==> src/rtl/fe_prefetch_writer.sv <==
// fe_prefetch_writer: write side of the 4 x 128-bit rotating prefetch buffer.
// Requests 16-byte aligned lines from the icache and writes them round-robin
// into slots 0-3. Also owns the byte read pointer and valid-byte count used by
// the fetch shifter, and flushes/refetches on an EIP redirect.
//
// Ports:
//   clk, reset (async, active-low)
//   load_eip, eip_target, cs_limit          redirect and segment limit
//   icache_ready, icache_data               icache response
//   consume, consume_len                    decoder retirement
//   icache_en, icache_address               icache request
//   buf_0..buf_3                            slot contents
//   read_ptr, byte_count, instr_valid       shifter view of the ring
//   segment_limit_exception                 sticky fetch fault
module fe_prefetch_writer #(
  parameter logic [31:0] RESET_EIP = 32'h0000_0000
) (
  input  logic         clk,
  input  logic         reset,
  input  logic         load_eip,
  input  logic [31:0]  eip_target,
  input  logic [31:0]  cs_limit,
  input  logic         icache_ready,
  input  logic [127:0] icache_data,
  input  logic         consume,
  input  logic [3:0]   consume_len,
  output logic         icache_en,
  output logic [31:0]  icache_address,
  output logic [127:0] buf_0,
  output logic [127:0] buf_1,
  output logic [127:0] buf_2,
  output logic [127:0] buf_3,
  output logic [5:0]   read_ptr,
  output logic [6:0]   byte_count,
  output logic         instr_valid,
  output logic         segment_limit_exception
);

  localparam int unsigned LINE_W  = 128;
  localparam int unsigned NSLOTS  = 4;
  localparam int unsigned IDX_W   = 2;
  localparam int unsigned USED_W  = 3;
  localparam int unsigned PTR_W   = 6;
  localparam int unsigned CNT_W   = 7;
  localparam int unsigned LADDR_W = 28;

  typedef enum logic {
    IDLE = 1'b0,
    REQ  = 1'b1
  } state_t;

  state_t               state, state_d;
  logic [LADDR_W-1:0]   fetch_addr;
  logic [IDX_W-1:0]     wr_idx;
  logic [USED_W-1:0]    lines_used;
  logic [PTR_W-1:0]     rd_ptr_q;
  logic [CNT_W-1:0]     count_q;
  logic                 first_line;
  logic                 fault;
  logic [LINE_W-1:0]    slot_q [NSLOTS];

  // Control strobes derived from the current registered state
  logic                 limit_ok;
  logic                 line_wr;
  logic                 cons_ok;
  logic                 slot_free;
  logic                 fault_set;
  logic [CNT_W-1:0]     add_bytes;
  logic [CNT_W-1:0]     sub_bytes;
  logic [4:0]           ptr_sum;

  // State register
  always_ff @(posedge clk or negedge reset) begin
    if (!reset) state <= IDLE;
    else        state <= state_d;
  end

  // Next-state and per-cycle strobes
  always_comb begin
    state_d   = state;
    limit_ok  = ({fetch_addr, 4'h0} <= cs_limit);
    line_wr   = 1'b0;
    cons_ok   = 1'b0;
    slot_free = 1'b0;
    fault_set = 1'b0;
    add_bytes = '0;
    sub_bytes = '0;
    ptr_sum   = {1'b0, rd_ptr_q[3:0]} + {1'b0, consume_len};

    if (load_eip) begin
      state_d = IDLE;
    end else begin
      unique case (state)
        IDLE: begin
          if (!limit_ok)
            fault_set = 1'b1;
          else if ((lines_used < 3'd4) && !fault)
            state_d = REQ;
        end
        REQ: begin
          if (icache_ready) begin
            line_wr = 1'b1;
            state_d = IDLE;
          end
        end
        default: state_d = IDLE;
      endcase

      cons_ok   = consume && instr_valid && (consume_len != 4'd0);
      // Crossing a 16-byte boundary releases the slot just read past
      slot_free = cons_ok && ptr_sum[4];
    end

    // First line after a redirect only counts bytes at or after the target
    if (line_wr)
      add_bytes = first_line ? 7'(5'd16 - {1'b0, rd_ptr_q[3:0]}) : 7'd16;
    if (cons_ok)
      sub_bytes = 7'(consume_len);
  end

  // Fetch address, ring bookkeeping and fault
  always_ff @(posedge clk or negedge reset) begin
    if (!reset) begin
      fetch_addr <= RESET_EIP[31:4];
      wr_idx     <= '0;
      lines_used <= '0;
      rd_ptr_q   <= {2'b00, RESET_EIP[3:0]};
      count_q    <= '0;
      first_line <= 1'b1;
      fault      <= 1'b0;
    end else if (load_eip) begin
      fetch_addr <= eip_target[31:4];
      wr_idx     <= '0;
      lines_used <= '0;
      rd_ptr_q   <= {2'b00, eip_target[3:0]};
      count_q    <= '0;
      first_line <= 1'b1;
      fault      <= 1'b0;
    end else begin
      if (line_wr) begin
        fetch_addr <= fetch_addr + 28'd1;
        wr_idx     <= wr_idx + 2'd1;
        first_line <= 1'b0;
      end
      lines_used <= lines_used + {2'b00, line_wr} - {2'b00, slot_free};
      count_q    <= count_q + add_bytes - sub_bytes;
      if (cons_ok)
        rd_ptr_q <= rd_ptr_q + {2'b00, consume_len};
      if (fault_set)
        fault <= 1'b1;
    end
  end

  // Slot storage; contents survive a redirect and are masked by byte_count
  always_ff @(posedge clk or negedge reset) begin
    if (!reset) begin
      for (int i = 0; i < NSLOTS; i++) slot_q[i] <= '0;
    end else if (line_wr) begin
      slot_q[wr_idx] <= icache_data;
    end
  end

  assign icache_en               = (state == REQ);
  assign icache_address          = {fetch_addr, 4'h0};
  assign buf_0                   = slot_q[0];
  assign buf_1                   = slot_q[1];
  assign buf_2                   = slot_q[2];
  assign buf_3                   = slot_q[3];
  assign read_ptr                = rd_ptr_q;
  assign byte_count              = count_q;
  assign instr_valid             = (count_q >= 7'd16);
  assign segment_limit_exception = fault;

endmodule

==> config.mk <==
export PLATFORM = sky130hd
export DESIGN_NAME = fe_prefetch_writer
export DESIGN_NICKNAME = d
export VERILOG_FILES = /design/src/rtl/fe_prefetch_writer.sv
export SDC_FILE = /design/constraint.sdc
export NUM_CORES = 1
export LEC_CHECK = 0
export CORE_AREA = 2 2 297 299
export CTS_CLUSTER_DIAMETER = 50
export DETAILED_ROUTE_END_ITERATION = 10
export DIE_AREA = 0 0 299 301
export PLACE_DENSITY = 0.55
export SYNTH_ARGS = -nofsm -noshare
export SYNTH_HDL_FRONTEND = slang
export SYNTH_SLANG_ARGS = --single-unit
==> constraint.sdc <==
create_clock -name clk -period 7.6 [get_ports clk]
set_input_delay 1.9 -clock clk [delete_from_list [all_inputs] [get_ports clk]]
set_output_delay 1.9 -clock clk [all_outputs]
set_load 0.005 [all_outputs]
==> impl_metrics.csv <==
group,metric,value,unit
run_status,outcome,"completed",
grt,antenna_found_initial,13,
clock_tree,root_buffer,"clkbuf_16",
min_path,hold_start,"buf_1[108]",
worst_setup_path,cp-start-kind,"primary input",
placed_design,place_congestion,0.8234,
timing,holdWs,0.5012,ns
timing,relSlewSlack,18.87,%
logic_synthesis,ys_ff_latch,561,
logic_synthesis,synthCells,1527,
logic_synthesis,syn-cell-area,23020,µm²
clock_tree,ctsResizeCount,0,
grt,gr-total-overflow,0,
final_layout,stdcell_area,34230,µm²
timing,hold_viol,0,
logic_synthesis,synthTopCellsByArea,"dfrtp_1 (61%), mux2_2 (25%), ha_1 (2.7%), buf_6 (2.3%), inv_1 (1.0%)",
min_path,min_path_type,"reg2reg",
worst_setup_path,regToRegSetupSlack,4.04,ns
final_layout,fin_nets,2562,
floorplan,placementRows,108,
timing,min_period,4.997,ns
logic_synthesis,yosysMostFrequentCell,"dfrtp_1",
route,drt_iter0_drc,562,
logic_synthesis,synth_area_leader_cell,"dfrtp_1",
floorplan,io_pins,761,
timing,rsz0062_at_grt,"no",
worst_setup_path,reg2reg_from,"icache_en",
final_layout,final_layout_size_suffix_gt1_share,28.22,%
clock_tree,htreeDepth,3,
floorplan,start_util,26.62,%
power,leakage,15.79,nW
route,avgRoutedWirePerCell,20.94,µm
worst_setup_path,worstSetupEndpointType,"flop",
timing,drv_slew,0,
route,ant_nets,0,
power,irDropWorstVdd,0.2040,mV
clock_tree,path_clk_slew,0.06,ns
route,drtPass1Iterations,4,
floorplan,core,86480,µm²
route,vias,15560,
worst_setup_path,crit_arrival,5.49,ns
worst_setup_path,ff2ff_path_depth,12,
timing,clock_skew,0.02183,ns
clock_tree,cts.sinks,561,
power,power_density,309.3,nW/µm²
route,vias_per_cell,4.408,
logic_synthesis,syn_avg_cell_area,15.08,µm²
worst_setup_path,worstSetupPathType,"in2reg",
logic_synthesis,yosysSeqAreaShare,60.99,%
floorplan,fp.dieW,299,µm
clock_tree,hold_buffers,0,
clock_tree,clk_latency,0.61,ns
timing,fin_setup_tns,0,ns
logic_synthesis,async_reset_ff_share,100.0,%
logic_synthesis,yosys.area.top_type_share,60.87,%
logic_synthesis,ys.flop_type,"dfrtp_1",
route,postRouteWirelength,73.93,mm
grt,grt_first_pass_wirelength,109.2,mm
placed_design,place_area,31570,µm²
grt,grt_max_degree,164,
flow_run,drv_cap,0,
timing,worst_slew_pin_slew,1.217,ns
logic_synthesis,synth_edf_count,0,
floorplan,die_y,301,µm
worst_setup_path,crit_path_max_fanout,11,
timing,period_share,65.75,%
logic_synthesis,yosysWarnings,0,
placed_design,post-dp-hpwl,53.29,mm
worst_setup_path,worstPathRequired,8.10,ns
final_layout,area_growth,48.68,%
min_path,worstHoldPathCells,1,
timing,fmax,0.2001,GHz
grt,grt_usage,15.99,%
clock_tree,post-cts-setup-buffers,0,
floorplan,die_area,90000,µm²
worst_setup_path,reg2reg_to,"byte_count[6]",
min_path,holdPathEnd,"buf_1[108]",
route,drc,0,
placed_design,portBuffers,756,
clock_tree,cts_buffers,78,
clock_tree,cts_tree,"yes",
clock_tree,clk_path_buf_depth,3,
timing,setup_viol,0,
power,total_power,0.01059,W
grt,grt_pass1_vias,16880,
logic_synthesis,synth.distinct_cells,52,
logic_synthesis,synth_common_cells,"dfrtp_1 (560), mux2_2 (513), inv_1 (62), nand2_1 (56), ha_1 (49)",
## stage by stage
step	instances	setup WS, ns	util, %
floorplan	1530	2.709	-
global placement	3381	1.995	36.50
detailed placement	3381	1.980	36.50
CTS	3522	2.650	39.55
global route	3528	2.379	39.57
finish	3530	2.603	39.58
## report_power, final
group	internal [W]	total, W	switching (W)
combinational	0.00183	0.00285	0.00101
sequential	0.00367	0.00405	0.000386
clock	0.00229	0.00369	0.00140
## cells in the final DEF (no fill, tap or decap), types with 5 or more instances in the layout
cell	netlist	routed
a21o_1	7	7
a21oi_1	20	20
buf_12	0	6
buf_4	8	5
bufinv_16	0	9
clkbuf_1	8	15
clkbuf_16	0	78
clkbuf_8	0	7
clkdlybuf4s50_1	0	754
clkinv_2	0	8
clkinv_4	0	8
clkinvlp_4	0	5
dfrtp_1	560	560
diode_2	0	8
fa_1	6	6
ha_1	49	49
inv_1	62	62
inv_6	0	8
mux2_2	513	513
nand2_1	56	52
nand3_1	17	17
nand4_1	15	15
nor2_1	20	20
nor2b_1	9	9
nor3_1	7	7
o21ai_0	36	36
xnor2_1	19	19
xor2_1	19	19
## critical path, cell delays in order
cell and delay, ns:
clkdlybuf4s50_1 0.44, or4_1 0.52, nand3_1 0.34, nor2_1 0.11, and2_1 0.22, fa_1 0.50
inv_1 0.04, ha_1 0.32, nor2b_1 0.16, o21ai_0 0.14, nand2b_1 0.10, a21o_1 0.19
a21oi_1 0.16, mux2_2 0.34
## cells by family (layout without fill, tap and decap cells)
group / after synthesis / after routing / synth area share, %
fa+ha+maj: 55 / 55 / 3.185
flops: 561 / 561 / 60.99
mux: 515 / 515 / 25.18
simple gates: 150 / 150 / 3.446
compound gates: 74 / 74 / 1.843
xor+xnor: 38 / 38 / 1.446
other cells: 1 / 12 / 0.01629
buf+inv: 133 / 970 / 3.897
## registers in the layout (all words and copies together), names as in the netlist
register / cells
buf_3: 128
buf_0: 128
wr_idx: 2
lines_used: 3
buf_1: 128
icache_en: 1
buf_2: 128
fetch_addr: 28
first_line: 1
segment_limit_exception: 1
read_ptr: 6
byte_count: 7
## cell type report
class                   instances  area (µm²)
repair buffers                767        7725
diodes                          8       20.02
multi-input cells             836        8125
clock inverters                41       535.5
flip-flops and latches        561       14040
clock buffers                 100        2105
well taps                    1155        1445
inverters                      62       232.7
fillers                      8096       52260
## worst max-delay path by stage
| stage | startpoint | endpoint | slack [ns] | depth (start not counted) |
|---|---|---|---|---|
| after floorplan | consume_len[1] | byte_count[6] | 2.71 | 14 |
| final | consume_len[1] | byte_count[6] | 2.60 | 14 |
| after global routing | consume_len[1] | byte_count[6] | 2.38 | 14 |
| after CTS | consume_len[1] | byte_count[6] | 2.65 | 14 |
| after global placement | consume_len[1] | byte_count[6] | 2.00 | 14 |
| after detailed placement | consume_len[1] | byte_count[6] | 1.98 | 14 |
## layer usage
metal / routed length, µm / track usage [%] / vias up
li1: - / - / 6940
met1: 28570 / 17.97 / 7889
met2: 36610 / 27.22 / 572
met3: 6035 / 6.025 / 157
met4: 2702 / 6.643 / 2
met5: 10 / 0 / -
(Power assumes the default switching activity.)
